**config.mk**
```make
export PLATFORM = sky130hd
export DESIGN_NAME = mem_arbiter
export DESIGN_NICKNAME = d
export VERILOG_FILES = /design/src/rtl/mem_arbiter.sv
export SDC_FILE = /design/constraint.sdc
export NUM_CORES = 1
export LEC_CHECK = 0
export ABC_AREA = 1
export CAP_MARGIN = 10
export CORE_AREA = 2 2 148 150
export DETAILED_ROUTE_END_ITERATION = 10
export DIE_AREA = 0 0 150 152
export HOLD_SLACK_MARGIN = 0.12
export PLACE_DENSITY = 0.64
export SLEW_MARGIN = 25
export SYNTH_ARGS = -nofsm -noshare
export SYNTH_HDL_FRONTEND = slang
export SYNTH_SLANG_ARGS = --single-unit
```
**constraint.sdc**
```tcl
create_clock -name clk -period 3.7 [get_ports clk]
set_input_delay 0.37 -clock clk [delete_from_list [all_inputs] [get_ports clk]]
set_output_delay 0.37 -clock clk [all_outputs]
set_load 0.02 [all_outputs]
```
**src/rtl/mem_arbiter.sv**
```systemverilog
// Round-robin arbiter that serialises per-core memory requests onto one
// single-port synchronous RAM and returns a one-cycle response per access.
module mem_arbiter #(
  parameter int WIDTH       = 32,
  parameter int NUM_CORES   = 4,
  parameter int IDX_WIDTH   = 2,
  parameter int ADDR_WIDTH  = 12,
  parameter int RAM_LATENCY = 1
) (
  input  logic                       clk,
  input  logic                       reset,
  input  logic [NUM_CORES-1:0]       core_request,
  input  logic [NUM_CORES-1:0]       core_wren,
  input  logic [NUM_CORES*WIDTH-1:0] core_address,
  input  logic [NUM_CORES*WIDTH-1:0] core_writedata,
  output logic [NUM_CORES-1:0]       core_response,
  output logic [WIDTH-1:0]           core_readdata,
  output logic [ADDR_WIDTH-1:0]      ram_address,
  output logic                       ram_wren,
  output logic [WIDTH-1:0]           ram_writedata,
  input  logic [WIDTH-1:0]           ram_readdata,
  output logic                       busy,
  output logic [IDX_WIDTH-1:0]       grant_index
);

  typedef enum logic [1:0] {IDLE, ISSUE, WAIT, RESP} state_t;

  state_t                 state_q, state_d;
  logic [IDX_WIDTH-1:0]   ptr_q, ptr_d;
  logic [IDX_WIDTH-1:0]   grant_q, grant_d;
  logic [1:0]             cnt_q, cnt_d;
  logic                   wren_q, wren_d;
  logic                   oor_q, oor_d;
  logic [ADDR_WIDTH-1:0]  ram_address_q, ram_address_d;
  logic [WIDTH-1:0]       ram_writedata_q, ram_writedata_d;
  logic                   ram_wren_q, ram_wren_d;
  logic [NUM_CORES-1:0]   core_response_q, core_response_d;
  logic [WIDTH-1:0]       core_readdata_q, core_readdata_d;
  logic                   busy_q, busy_d;

  logic [WIDTH-1:0]       addr_arr  [NUM_CORES];
  logic [WIDTH-1:0]       wdata_arr [NUM_CORES];
  logic [IDX_WIDTH-1:0]   winner;

  generate
    for (genvar gi = 0; gi < NUM_CORES; gi++) begin : g_unpack
      assign addr_arr[gi]  = core_address[gi*WIDTH +: WIDTH];
      assign wdata_arr[gi] = core_writedata[gi*WIDTH +: WIDTH];
    end
  endgenerate

  // Scan from the farthest offset down so the nearest requester to ptr wins.
  always_comb begin
    logic [IDX_WIDTH:0] pos;
    winner = ptr_q;
    for (int k = NUM_CORES - 1; k >= 0; k--) begin
      pos = {1'b0, ptr_q} + (IDX_WIDTH+1)'(k);
      if (pos >= (IDX_WIDTH+1)'(NUM_CORES)) pos = pos - (IDX_WIDTH+1)'(NUM_CORES);
      if (core_request[pos[IDX_WIDTH-1:0]]) winner = pos[IDX_WIDTH-1:0];
    end
  end

  always_comb begin
    state_d         = state_q;
    ptr_d           = ptr_q;
    grant_d         = grant_q;
    cnt_d           = cnt_q;
    wren_d          = wren_q;
    oor_d           = oor_q;
    ram_address_d   = ram_address_q;
    ram_writedata_d = ram_writedata_q;
    ram_wren_d      = 1'b0;
    core_response_d = '0;
    core_readdata_d = core_readdata_q;
    case (state_q)
      IDLE: begin
        if (|core_request) begin
          grant_d         = winner;
          wren_d          = core_wren[winner];
          oor_d           = |addr_arr[winner][WIDTH-1:ADDR_WIDTH];
          ram_address_d   = addr_arr[winner][ADDR_WIDTH-1:0];
          ram_writedata_d = wdata_arr[winner];
          ram_wren_d      = core_wren[winner] & ~(|addr_arr[winner][WIDTH-1:ADDR_WIDTH]);
          state_d         = ISSUE;
        end
      end
      ISSUE: begin
        if (!wren_q && !oor_q) begin
          cnt_d   = 2'(RAM_LATENCY);
          state_d = WAIT;
        end else begin
          if (!wren_q) core_readdata_d = '0;
          core_response_d[grant_q] = 1'b1;
          state_d = RESP;
        end
      end
      WAIT: begin
        cnt_d = cnt_q - 2'd1;
        if (cnt_q == 2'd1) begin
          core_readdata_d          = ram_readdata;
          core_response_d[grant_q] = 1'b1;
          state_d                  = RESP;
        end
      end
      RESP: begin
        ptr_d   = (grant_q == IDX_WIDTH'(NUM_CORES - 1)) ? '0 : grant_q + 1'b1;
        state_d = IDLE;
      end
      default: state_d = IDLE;
    endcase
    busy_d = (state_d != IDLE);
  end

  always_ff @(posedge clk) begin
    if (reset) begin
      state_q         <= IDLE;
      ptr_q           <= '0;
      grant_q         <= '0;
      cnt_q           <= '0;
      wren_q          <= 1'b0;
      oor_q           <= 1'b0;
      ram_address_q   <= '0;
      ram_writedata_q <= '0;
      ram_wren_q      <= 1'b0;
      core_response_q <= '0;
      core_readdata_q <= '0;
      busy_q          <= 1'b0;
    end else begin
      state_q         <= state_d;
      ptr_q           <= ptr_d;
      grant_q         <= grant_d;
      cnt_q           <= cnt_d;
      wren_q          <= wren_d;
      oor_q           <= oor_d;
      ram_address_q   <= ram_address_d;
      ram_writedata_q <= ram_writedata_d;
      ram_wren_q      <= ram_wren_d;
      core_response_q <= core_response_d;
      core_readdata_q <= core_readdata_d;
      busy_q          <= busy_d;
    end
  end

  assign core_response = core_response_q;
  assign core_readdata = core_readdata_q;
  assign ram_address   = ram_address_q;
  assign ram_wren      = ram_wren_q;
  assign ram_writedata = ram_writedata_q;
  assign busy          = busy_q;
  assign grant_index   = grant_q;

endmodule

```
## Word-level counts from Yosys, hierarchy flattened

Index checks and enable logic that the tools add are counted.

- Output and inout bits: 84
- Flip-flop bits (word level): 92
- Logic and storage cells: 100
- Bits of input ports: 298

- Reductions and logical operators: 13
- Bitwise operators: 5
- Muxes and demuxes: 40
- $add $sub $neg: 9
- Equality and inequality tests: 9
- Order comparisons: 12

Operators by type and width:

| kind | count |
|---|---|
| 32-bit 2-to-1 mux | 7 |
| 32-bit binary-select mux with 2-bit select | 2 |
| 32-bit case mux with 2 select lines | 1 |
| 2-bit 2-to-1 mux | 12 |
| 20-bit OR reduction | 1 |
| 2-bit by 3-bit < comparator with 1-bit output, second input constant | 6 |
| 3-bit greater-or-equal comparator, second input constant | 4 |
| 1-bit binary-select mux with 2-bit select | 5 |
| 2-bit by 1-bit subtractor with 2-bit output, second input constant | 5 |
| 4-bit 2-to-1 mux | 2 |
| 2-bit inequality test, second input constant | 4 |
| 2-bit case mux with 4 select lines | 1 |
| 4-bit case mux with 2 select lines | 1 |
| 1-bit 2-to-1 mux | 7 |
| 2-bit by 2-bit adder with 3-bit output, second input constant | 2 |
| 2-bit equality test, second input constant | 3 |
| 2-bit by 1-bit equality test with 1-bit output, second input constant | 2 |
| 2-bit case mux with 2 select lines | 1 |
| 2-bit AND reduction | 2 |
| 4-bit AND reduction | 1 |
| 2-bit nonzero test | 2 |
| 4-bit OR reduction | 1 |
| 2-bit by 1-bit adder with 3-bit output, second input constant | 1 |
| 2-bit by 3-bit greater-or-equal comparator with 1-bit output, second input constant | 1 |
| other kinds (10) | 14 |

## Longest topological paths before layout

- Depth after elaboration: 16
- Depth in mapped cells: 18
- Mapped depth without buffers: 15

## Worst setup path after synthesis

OpenSTA, ideal clock, no wires.

- Path kind: register to register
- Start: register ptr_q[0]
- End: register ram_writedata_q[19] (netlist: ram_writedata[19])
- Data arrival time: 1.663 ns
- Setup time: 0.109 ns
- Clock period less this slack: 1.772 ns
- Stages on the path, launching flop included: 19
- Data required time: 3.591 ns
- Buffers on the path: 3
- Setup slack: 1.928 ns
- Cells stage by stage: dfxtp_1 > buf_4 > inv_4 > nand2_1 > nand3_1 > nand2_1 > clkinv_1 > nand2_1 > nand2_1 > nand2_1 > nand2_2 > nand2_2 > buf_6 > buf_2 > nand2_1 > nand3_1 > nand3_1 > nand2_1 > inv_1

- Longest elaborated chain between the ends: 13
- Elaborated cells on any way between the ends: 31
- Those cells by class: add/sub (7); order compare (4); mux (19); bitwise (1)

Ends and longest elaborated chain:

| element | line | RTL |
|---|---|---|
| start, declared | 29 | `logic [IDX_WIDTH-1:0] ptr_q, ptr_d;` |
| start signal, assigned | 130 | `ptr_q <= ptr_d;` |
| 2-bit by 2-bit adder with 3-bit output | 57 | `pos = {1'b0, ptr_q} + (IDX_WIDTH+1)'(k);` |
| 3-bit greater-or-equal comparator or 2-bit by 1-bit subtractor with 2-bit output (tied branches) | 58 | `if (pos >= (IDX_WIDTH+1)'(NUM_CORES)) pos = pos - (IDX_WIDTH+1)'(NUM_CORES);` |
| 2-bit 2-to-1 mux | 58 |  |
| 1-bit binary-select mux with 2-bit select | 59 | `if (core_request[pos[IDX_WIDTH-1:0]]) winner = pos[IDX_WIDTH-1:0];` |
| 1-bit 2-to-1 mux (not written as such) | 59 |  |
| 2-bit 2-to-1 mux (3 in a row) | 59 |  |
| 2-bit 2-to-1 mux (*) | 59 |  |
| 2-bit NOT with 3-bit output (not written as such) (*) | 82 | `ram_writedata_d = wdata_arr[winner];` |
| 32-bit binary-select mux with 2-bit select (*) | 82 |  |
| 32-bit 2-to-1 mux (not written as such) (*) (2 in a row) | 82 |  |
| end signal, assigned | 136 | `ram_writedata_q <= ram_writedata_d;` |
| end, declared | 35 | `logic [WIDTH-1:0] ram_writedata_q, ram_writedata_d;` |

Mark *: on every way between the ends. The rest lies on a longest branch, timed or not. The select of a mux whose other input is x is not followed.
A chain may end at the register's enable or synchronous reset.

## Worst setup path in the final report

- Start: register ptr_q[0]
- End: register ram_writedata_q[21] (netlist: ram_writedata[21])

Same word-level chain as after synthesis.

==> qor.csv <==
metric;value;unit
clk_pin_slew;70;ps
antenna_found_initial;0;
grt_pass1_wl;38700;um
first_iter_violations;320;
finalSetupViolations;0;
synth_seq_area_share;0.296;
grt_max_degree;68;
grt_use_total;0.214;
slew_viol_final;0;
antenna_cells;0;
start_util;0.291;
cp_max_fo;40;
num_vias;7714;
dieHeight;152;um
worst_pin_slew;895;ps
rows;54;
die_w;150;um
routed_wl;24900;um
post-place-ws;783;ps
final_common_cell;clkdlybuf4s50_1;
r2r_end;ram_writedata[21]$_SDFFE_PP0P_;
critical-path-max-stage-delay;600;ps
status;finished clean;
wire_per_inst;14.7;um
layout-area-overhead-vs-synth;69.8;%
seq_power_share;0.228;
setup_ws;1040;ps
cts_sinks;92;
hold_start;core_readdata[13]$_SDFFE_PP0P_;
pwr-share-clk;0.147;
comb_power_share;0.626;
ctsHtreeMaxLevel;3;
clock_latency;340;ps
synth_compound_area_frac;0.0411;
nets;1722;
ios;382;
synth_mux_area_frac;0;
die-area;22800;sq um
holdPathEnd;core_readdata[13]$_SDFFE_PP0P_;
cts_setup_buffers;0;
syn_area;6210;sq um
min_period_over_period;0.719;
clockBufferDepth;2;
synth.avg_cell_area;5.80;sq um
drive_gt1_frac;0.0303;
swShare;0.459;
slowest_stage;dfxtp_1;
num-fill-cells;2215;
root_buffer;clkbuf_16;
p_int;3.44;mW
drt-pass1-iter-count;5;
portBuffers;381;
critPathArrivalTime;2900;ps
core-area;21400;sq um
p_per_area;603;nW/um^2
dp_hpwl;19300;um
synth-seq-cells;92;
hold_path_depth;2;
synth_top_family_by_area;simple AND/OR/NAND/NOR gates;
holdBufCountCts;0;
p_leak;5.11;nW
drc_errors;0;
maxSlewHeadroom;0.403;
placed_cells;1683;
final_cell_mix;clkdlybuf4s50_1 (380), nand3_1 (267), inv_1 (243);
utilization;0.494;
rr_startpoint;ptr_q[0]$_SDFFE_PP0N_;
rsz0062_at_grt;false;
grt_pass1_vias;7401;
cp-end-kind;register;
netlist_instances;1071;
cts_buffers;9;
crit_required;3940;ps
synth-adder-area-share;0.0201;
path_class;reg2reg;
yosys.area_share.simple;0.447;
synth.distinct_cells;29;
min_period;2660;ps
r2r_slack;1040;ps
maxCapViolCount;0;
path_common_cell;nand2_1;
fmax;376;MHz
ant_nets;0;
final_cells;1699;
cp-start-kind;register;
worstPathCellList;inv_4, nand2_1, nand3_1, nand2_1, clkinv_1, nand2_1, nand2_1, nand2_1, nand2_4, nand2_4, buf_4, nand2_1, nand3_1, nand3_1, nand2_1, inv_1;
p_sw;2.92;mW
finalPower;6.36;mW
irDropWorstVdd;0.275;mV
fin_worst_skew;7.69;ps
hold_violations;0;
hp-class;reg2reg;
grt.overflow.total;0;
cts_tree;built;
ys.warnings.count;0;
synth_xor_area_frac;0;
tns;0;ps
place.gp.congestion;0.876;
avgViaCountPerCell;4.54;
r2r_cells;16;
cts-resized-gates;0;
synth_fp_nets;1379;
## critical path: cells and delay by family, from the launching register on
family,cells,cell delay (ps)
simple gates,12,1380
flops,1,600
buf+inv,4,540
## sequential cells by signal, summed over array words and instances (netlist names), 2 cells and up
register and cells:
core_readdata 32, ram_writedata 32, ram_address 12, core_response 4
cnt_q 2, grant_index 2, ptr_q 2, state_q 2
## per-layer routing
layer | up-vias | routed length (um) | GRT usage
met4 | 0 | 407 | 0.0566
met1 | 3431 | 10300 | 0.256
met5 | - | 0 | 0
met2 | 281 | 11900 | 0.368
li1 | 3973 | - | -
met3 | 29 | 2220 | 0.0667
## cells by family (layout without fill, tap and decap cells)
family / count (synthesis) / count (layout)
buffers and inverters: 313 / 661
AND/OR/NAND/NOR: 607 / 607
flip-flops: 92 / 92
AO/OA/AOI/OAI: 49 / 49
adder cells (fa/ha/maj): 10 / 10
## power by group through the flow
stage | clock network (mW) | logic (mW) | registers, mW
finish | 0.932 | 3.98 | 1.45
global route | 1.00 | 4.46 | 1.48
CTS | 0.970 | 4.04 | 1.45
detailed placement | 0 | 4.01 | 1.47
global placement | 0 | 3.99 | 1.46
floorplan | 0 | 2.21 | 1.74
## worst max-delay path by stage
stage                                from                             end  slack (ps)  cells after the start
global placement          core_request[3]  ram_writedata[21]$_SDFFE_PP0P_         820                     17
CTS                 ptr_q[0]$_SDFFE_PP0N_  ram_writedata[21]$_SDFFE_PP0P_        1010                     16
global route        ptr_q[0]$_SDFFE_PP0N_    ram_address[10]$_SDFFE_PP0P_         760                     14
detailed placement        core_request[3]  ram_writedata[21]$_SDFFE_PP0P_         780                     17
floorplan           ptr_q[0]$_SDFFE_PP0N_  ram_writedata[19]$_SDFFE_PP0P_        1930                     18
finish              ptr_q[0]$_SDFFE_PP0N_  ram_writedata[21]$_SDFFE_PP0P_        1040                     16
## synth_stat cells (all sizes together)
library cell    n  area share
nand2         205        0.13
clkinv          1     0.00060
nand3b          3      0.0036
clkbuf         29       0.018
a21oi          38       0.031
a31oi           1      0.0010
dfxtp          92        0.30
nand2b         32       0.032
buf            34       0.026
nand3         268        0.22
nor3b           1      0.0012
inv           249        0.15
o211ai          1      0.0012
nand4           1      0.0010
o21ai           8      0.0064
nor2           78       0.048
a211oi          1      0.0012
ha             10       0.020
nor4           19       0.019
## final cells by class
cell class              instances  area, sq um  area share
inverters                     250          941      0.0892
flip-flops and latches         92         1840       0.175
multi-input cells             666         3190       0.302
repair buffers                395         3940       0.373
clock buffers                  11          233      0.0221
well taps                     280          350      0.0332
clock inverters                 5         60.1     0.00569
## metrics by stage
step / hold WS (ps) / instance area (sq um)
after global placement: 454 / 10300
final: 468 / 10600
after detailed placement: 457 / 10300
after floorplan: 437 / 6210
after global routing: 482 / 10600
after CTS: 468 / 10600
Note: power is estimated with default switching activity, not from simulation.
